**src/rtl/pipe_hazard_ctrl.sv**
```systemverilog
// pipe_hazard_ctrl: stall/flush sequencer for a 5-stage pipeline with a multi-cycle data memory handshake.
// Ports:
//   clk_i, rst_i (sync, active-low)
//   IDEX_MemRead_i, IDEX_rd_i, IFID_rs1_i, IFID_rs2_i : load-use detection inputs
//   branch_taken_i : branch resolved taken in ID
//   EXMEM_mem_i, mem_ack_i : MEM-stage access present / data memory done
//   pc_we_o, IFID_we_o, IDEX_we_o, EXMEM_we_o, MEMWB_we_o : pipeline register write enables
//   IFID_flush_o, IDEX_bubble_o : NOP insertion controls
//   mem_req_o : one-cycle access strobe; err_o : sticky memory timeout
// Optional: PIPE_PERF_CNT_EN adds stall_cnt_o / flush_cnt_o performance counters.
module pipe_hazard_ctrl #(
  parameter int TIMEOUT = 255,
  parameter int CNT_W   = 8
) (
  input  logic       clk_i,
  input  logic       rst_i,
  input  logic       IDEX_MemRead_i,
  input  logic [4:0] IDEX_rd_i,
  input  logic [4:0] IFID_rs1_i,
  input  logic [4:0] IFID_rs2_i,
  input  logic       branch_taken_i,
  input  logic       EXMEM_mem_i,
  input  logic       mem_ack_i,
  output logic       pc_we_o,
  output logic       IFID_we_o,
  output logic       IFID_flush_o,
  output logic       IDEX_we_o,
  output logic       IDEX_bubble_o,
  output logic       EXMEM_we_o,
  output logic       MEMWB_we_o,
  output logic       mem_req_o,
  output logic       err_o
`ifdef PIPE_PERF_CNT_EN
  ,
  output logic [31:0] stall_cnt_o,
  output logic [31:0] flush_cnt_o
`endif
);
  typedef enum logic [1:0] {RUN, WAIT, DONE, HALT} state_t;
  state_t state_q, state_d;
  logic [CNT_W-1:0] cnt_q, cnt_d;
  logic load_use, flow;
  // flow: pipeline advances this cycle; DONE behaves as RUN with no MEM access so the access retires
  always_comb begin
    load_use = IDEX_MemRead_i & (IDEX_rd_i != 5'd0) & ((IDEX_rd_i == IFID_rs1_i) | (IDEX_rd_i == IFID_rs2_i));
    flow = rst_i & (((state_q == RUN) & ~EXMEM_mem_i) | (state_q == DONE));
    pc_we_o = flow & ~load_use;
    IFID_we_o = flow & ~load_use;
    IFID_flush_o = flow & ~load_use & branch_taken_i;
    IDEX_we_o = flow;
    IDEX_bubble_o = flow & load_use;
    EXMEM_we_o = flow;
    MEMWB_we_o = flow;
    mem_req_o = rst_i & (state_q == RUN) & EXMEM_mem_i;
    err_o = rst_i & (state_q == HALT);
  end
  // ack is only looked at in WAIT, so an ack coincident with the request is dropped
  always_comb begin
    state_d = state_q;
    cnt_d = cnt_q;
    case (state_q)
      RUN: begin
        state_d = EXMEM_mem_i ? WAIT : RUN;
        cnt_d = EXMEM_mem_i ? '0 : cnt_q;
      end
      WAIT: begin
        cnt_d = cnt_q + 1'b1;
        state_d = mem_ack_i ? DONE : (cnt_q == CNT_W'(TIMEOUT - 1)) ? HALT : WAIT;
      end
      DONE: state_d = RUN;
      default: state_d = HALT;
    endcase
  end
  always_ff @(posedge clk_i) begin
    if (!rst_i) begin
      state_q <= RUN;
      cnt_q <= '0;
    end else begin
      state_q <= state_d;
      cnt_q <= cnt_d;
    end
  end
`ifdef PIPE_PERF_CNT_EN
  // a stall cycle is any non-flowing cycle out of reset, or a load-use bubble
  always_ff @(posedge clk_i) begin
    if (!rst_i) begin
      stall_cnt_o <= '0;
      flush_cnt_o <= '0;
    end else begin
      stall_cnt_o <= stall_cnt_o + {31'd0, ~flow | load_use};
      flush_cnt_o <= flush_cnt_o + {31'd0, IFID_flush_o};
    end
  end
`endif
endmodule

```
**config.mk**
```make
export PLATFORM = sky130hd
export DESIGN_NAME = pipe_hazard_ctrl
export DESIGN_NICKNAME = d
export VERILOG_FILES = /design/src/rtl/pipe_hazard_ctrl.sv
export SDC_FILE = /design/constraint.sdc
export NUM_CORES = 1
export LEC_CHECK = 0
export CORE_AREA = 3 3 53 55
export CTS_CLUSTER_DIAMETER = 30
export CTS_CLUSTER_SIZE = 12
export DETAILED_ROUTE_END_ITERATION = 10
export DIE_AREA = 0 0 56 58
export PLACE_DENSITY_LB_ADDON = 0.05
export SYNTH_ARGS = -nofsm -noshare
export SYNTH_HDL_FRONTEND = slang
export SYNTH_SLANG_ARGS = --single-unit
```
**constraint.sdc**
```tcl
create_clock -name clk_i -period 1.9 [get_ports clk_i]
set_clock_uncertainty 0.2 [all_clocks]
set_input_delay 0.475 -clock clk_i [delete_from_list [all_inputs] [get_ports clk_i]]
set_output_delay 0.475 -clock clk_i [all_outputs]
set_load 0.01 [all_outputs]
```
; After elaboration in Yosys (flattened, before gate mapping)
; Cells that the tools add are included.
[totals]
register_bits = 10
inputBits = 21
out_inout_bits = 9
wordCells = 34
[op_classes]
addsub = 1
eq_ne = 7
mux = 6
n_bitwise = 14
n_reduce_logical = 4
[op_table]
columns = operator, count
row1 = case mux 8 bit (2 select lines), 1
row2 = AND 1 bit, 10
row3 = == test 5 bit, 2
row4 = "adder 8 x 1 -> 8 bit, second input constant", 1
row5 = "== test 8 bit, second input constant", 1
row6 = 2-to-1 mux 8 bit, 1
row7 = case mux 2 bit (3 select lines), 1
row8 = nonzero test 5 bit, 1
row9 = "== test 2 bit, second input constant", 2
row10 = 2-to-1 mux 2 bit, 2
row11 = "== test 2 x 1 -> 1 bit, second input constant", 1
row12 = logical NOT 2 bit, 1
row13 = "inequality test 2 bit, second input constant", 1
row14 = NOT 1 bit, 2
row15 = bitwise OR 1 bit, 2
row16 = AND reduction 2 bit, 1
row17 = nonzero test 2 bit, 1
row18 = 2-to-1 mux 1 bit, 1

; Depth between registers and ports, before layout
[depth]
word_depth = 6
ltp_mapped = 5

; Worst setup path before layout
; Ideal clock, no wire load.
[synth_timing]
path_kind = input port to output port
from = in EXMEM_mem_i
to = out pc_we_o
t_arrival_ns = 1.758
required_time_ns = 1.225
slack_ns = -0.533
stages = 4
path_buffers = 1
path_cell_list = and2b_2 -> nor3_1 -> a21boi_0 -> buf_4
[synth_via]
elab_chain_len = 5
[synth_lines]
columns = element, line
row1 = "start, declared", 22  ; input logic EXMEM_mem_i,
row2 = NOT 1 bit, 46  ; flow = rst_i & (((state_q == RUN) & ~EXMEM_mem_i) | (state_q == DONE));
row3 = AND 1 bit, 46
row4 = bitwise OR 1 bit, 46
row5 = AND 1 bit, 46
row6 = named net EXMEM_we_o, 29  ; output logic EXMEM_we_o,
row7 = AND 1 bit, n/a
row8 = "end, declared", 24  ; output logic pc_we_o,
; The timed path passes the listed nets, and every way through them passes these cells.

; Worst setup path after layout
[layout_timing]
from = in IDEX_rd_i[2]
to = out IDEX_bubble_o
[layout_via]
elab_chain_len = 4
[layout_lines]
columns = element, line
row1 = "start, declared", 18  ; input logic [4:0] IDEX_rd_i,
row2 = == test 5 bit or nonzero test 5 bit (tied branches), 45  ; load_use = IDEX_MemRead_i & (IDEX_rd_i != 5'd0) & ((IDEX_rd_i == IFID_rs1_i) | (IDEX_rd_i == IFID_rs2_i));
row3 = bitwise OR 1 bit or AND 1 bit (tied branches), 45
row4 = AND 1 bit (*), 45
row5 = AND 1 bit (*), 51  ; IDEX_bubble_o = flow & load_use;
row6 = "end, declared", 28  ; output logic IDEX_bubble_o,
; Mark *: on every way between the ends. The rest lies on a longest branch, timed or not.

==> results.toml <==
[power]
switching_share = 0.276
p_int_mw = 0.377
peakVddDrop_uv = 354
seqPwrFrac = 0.423
powerDensity_nw_per_um2 = 474
power.switching_mw = 0.143
cellLeakagePower_nw = 0.461
pwr-share-clk = 0.284
comb_power_share = 0.293

[routing]
drc = 0
via_per_inst = 4.70
wl_per_cell_um = 12.0
drt_first_pass_iters = 2
ant_nets = 0
vias = 728
drtIter0Drc = 9
drt-total-wl_mm = 1.87

[yosys]
syn_inst = 88
syn-mean-instance-area_sq_um = 8.13
yosysWarnings = 0
synth_nets = 111
syn_area_sq_um = 716
ys_ff_latch = 10
synth_cell_types = 33
ys_seq_area_frac = 0.280

[placed_design]
dp_cells = 151
place.gp.congestion = 0.766
hpwlAfterDp_mm = 1.47
port_buffers = 29

[floorplan]
initial_core_util = 0.294
boundaryPins = 30
dieArea_sq_um = 3250
fp-row-count = 18
die_h_um = 58
dieWidth_um = 56
design.core.area_sq_um = 2430

[worst_setup_path]
cp_data_arrival_time_ns = 1.59
critPathCaptureType = "output port"
worstPathMaxFanout = 3
critPathKind = "in2out"
worstPathRequired_ns = 1.22
cp-start-kind = "primary input"

[job]
drv_cap = 0

[timing]
layout_min_cycle_time_ns = 2.27
slew_viol_final = 0
hold_viol = 0
setup_viol = 8
fin_setup_tns_ns = -1.48
fmax_mhz = 441
period_share = 1.19
tightest_slew_ns = 0.246
rsz0062_at_grt = "true"
setup_ws_ns = -0.368
relSlewSlack = 0.836

[final_layout]
drive_above_1_share = 0.344
antenna_cells = 0
syn_to_final_growth_pct = 53.1
layoutNonFillerInstCount = 155
final_core_util = 0.451
fillerInstances = 273
fin_nets = 150

[global_route]
grt_use_total = 0.127
grt_overflow = 0
antenna_found_initial = 0
grt_pass1_wl_mm = 3.24
grt_pass1_vias = 700
grt_start_max_net_pins = 11

[worst_hold_path]
hold_path.class = "reg2reg"

[cts]
root_buffer = "clkbuf_4"
cts.htree.levels = 1
cts_sinks = 10
clkTransAtPathRegs_ns = 0.06
cts_buffers = 3
cts_tree = "yes"
clock_path_buffers = 2
clkLatencyLatePin_ns = 0.27

[outcome]
outcome = "finished, violations left"
violations = "negative setup slack"
[per-stage QoR]
step | setup slack (ns) | power [mW] | hold WS [ns] | instance area (sq um)
floorplan | -0.298 | 0.295 | 0.268 | 727
global placement | -1.10 | 0.380 | 0.329 | 1080
detailed placement | -1.11 | 0.381 | 0.332 | 1080
CTS | -0.391 | 0.524 | 0.336 | 1080
global route | -0.408 | 0.550 | 0.371 | 1100
finish | -0.368 | 0.520 | 0.332 | 1100
[critical path, stage by stage]
cell    delay [ns]
buf_6         0.09
or4_4         0.51
o21a_1        0.22
and3_1        0.16
buf_2         0.13
[flip-flops by register name, summed over array words and instances (netlist names)]
register	count
cnt_q	8
state_q	2
[routing by layer]
metal	track usage	share of wire	up-vias	wire [um]
met3	0.0401	0.056	2	104
met5	0	0	-	0
met2	0.224	0.50	17	929
met4	0.0407	0.0043	0	8
met1	0.147	0.44	331	824
li1	-	-	378	-
[cells by family (layout without fill, tap and decap cells)]
logic type,Yosys count,count (layout),synth area share
compound gates,14,14,0.121
xor+xnor,10,10,0.122
fa+ha+maj,2,2,0.0350
buf+inv,10,47,0.0961
flops,10,10,0.280
mux,4,4,0.0629
simple gates,38,38,0.283
[worst paths after layout]
| kind | endpoint | slack (ns) | from | depth (start not counted) |
|---|---|---|---|---|
| setup / recovery | IDEX_bubble_o | -0.37 | IDEX_rd_i[2] | 5 |
| hold / removal | state_q[1] | 0.33 | cnt_q[7] | 2 |
| setup reg to reg | cnt_q[5] | 0.25 | state_q[1] | 6 |
| hold reg to reg | state_q[1] | 0.33 | cnt_q[7] | 2 |
[synth_stat cells]
library cell    count  area (sq um)
o22ai_1             1          6.26
o21bai_1            1          7.51
o211ai_1            1          7.51
mux2_1              1          11.3
buf_4               4          30.0
o21ai_0             1          5.00
and3_2              1          7.51
nor2_1             10          37.5
a21boi_0            1          7.51
mux2_2              3          33.8
and2b_2             1          8.76
ha_1                2          25.0
clkbuf_1            1          3.75
a21oi_1             6          30.0
or4_1               1          7.51
buf_6               1          11.3
and3_1              1          6.26
and4_1              1          8.76
inv_1               3          11.3
nand3b_1            1          7.51
dfxtp_1            10           200
nand4_1             3          18.8
nand3_1             5          25.0
and4b_1             1          10.0
or3b_2              1          8.76
nand2_1             8          30.0
a22oi_1             1          7.51
or3_1               1          6.26
nor3_1              1          5.00
dlymetal6s2s_1      1          12.5
xnor2_1            10          87.6
o21a_1              2          15.0
nor3b_1             2          15.0
[what timing repair did]
action | in CTS | in global routing
hold buffers | 0 | 0
gates cloned | 0 | 0
pin swaps | 19 | 7
endpoints found under the setup margin | 9 | 8
setup buffers | 1 | 1
resized for setup | 80 | 4
endpoints found under the hold margin | 0 | 0
[power by group through the flow]
stage	logic, mW	registers (mW)	clock network, mW
after floorplan	0.0736	0.221	0
after global placement	0.157	0.224	0
after detailed placement	0.157	0.224	0
after CTS	0.151	0.220	0.153
after global routing	0.168	0.221	0.161
final	0.152	0.220	0.147
[cell usage in the layout, fill, tap and decap left out, drive strengths merged]
cell type,n
buf,26
dlygate4sd2,12
xnor2,10
nor2,10
dfxtp,10
nand2,8
a21oi,6
nand3,5
mux2,4
nand4,3
clkbuf,3
clkdlybuf4s50,3
inv,3
o21a,2
nor3b,2
ha,2
and3,2
and2b,1
nor3,1
or4,1
o22ai,1
a21boi,1
or3b,1
and4b,1
and4,1
o21bai,1
nand3b,1
o211ai,1
or3,1
o21ai,1
a22oi,1
[area by class of cell]
class	instances	area, sq um	area share
clock buffers	3	22.5	0.0205
inverters	3	11.3	0.0103
multi-input cells	68	482	0.439
flip-flops and latches	10	203	0.185
well taps	30	37.5	0.0342
repair buffers	41	340	0.311
Power figures use the tool's default switching activity.
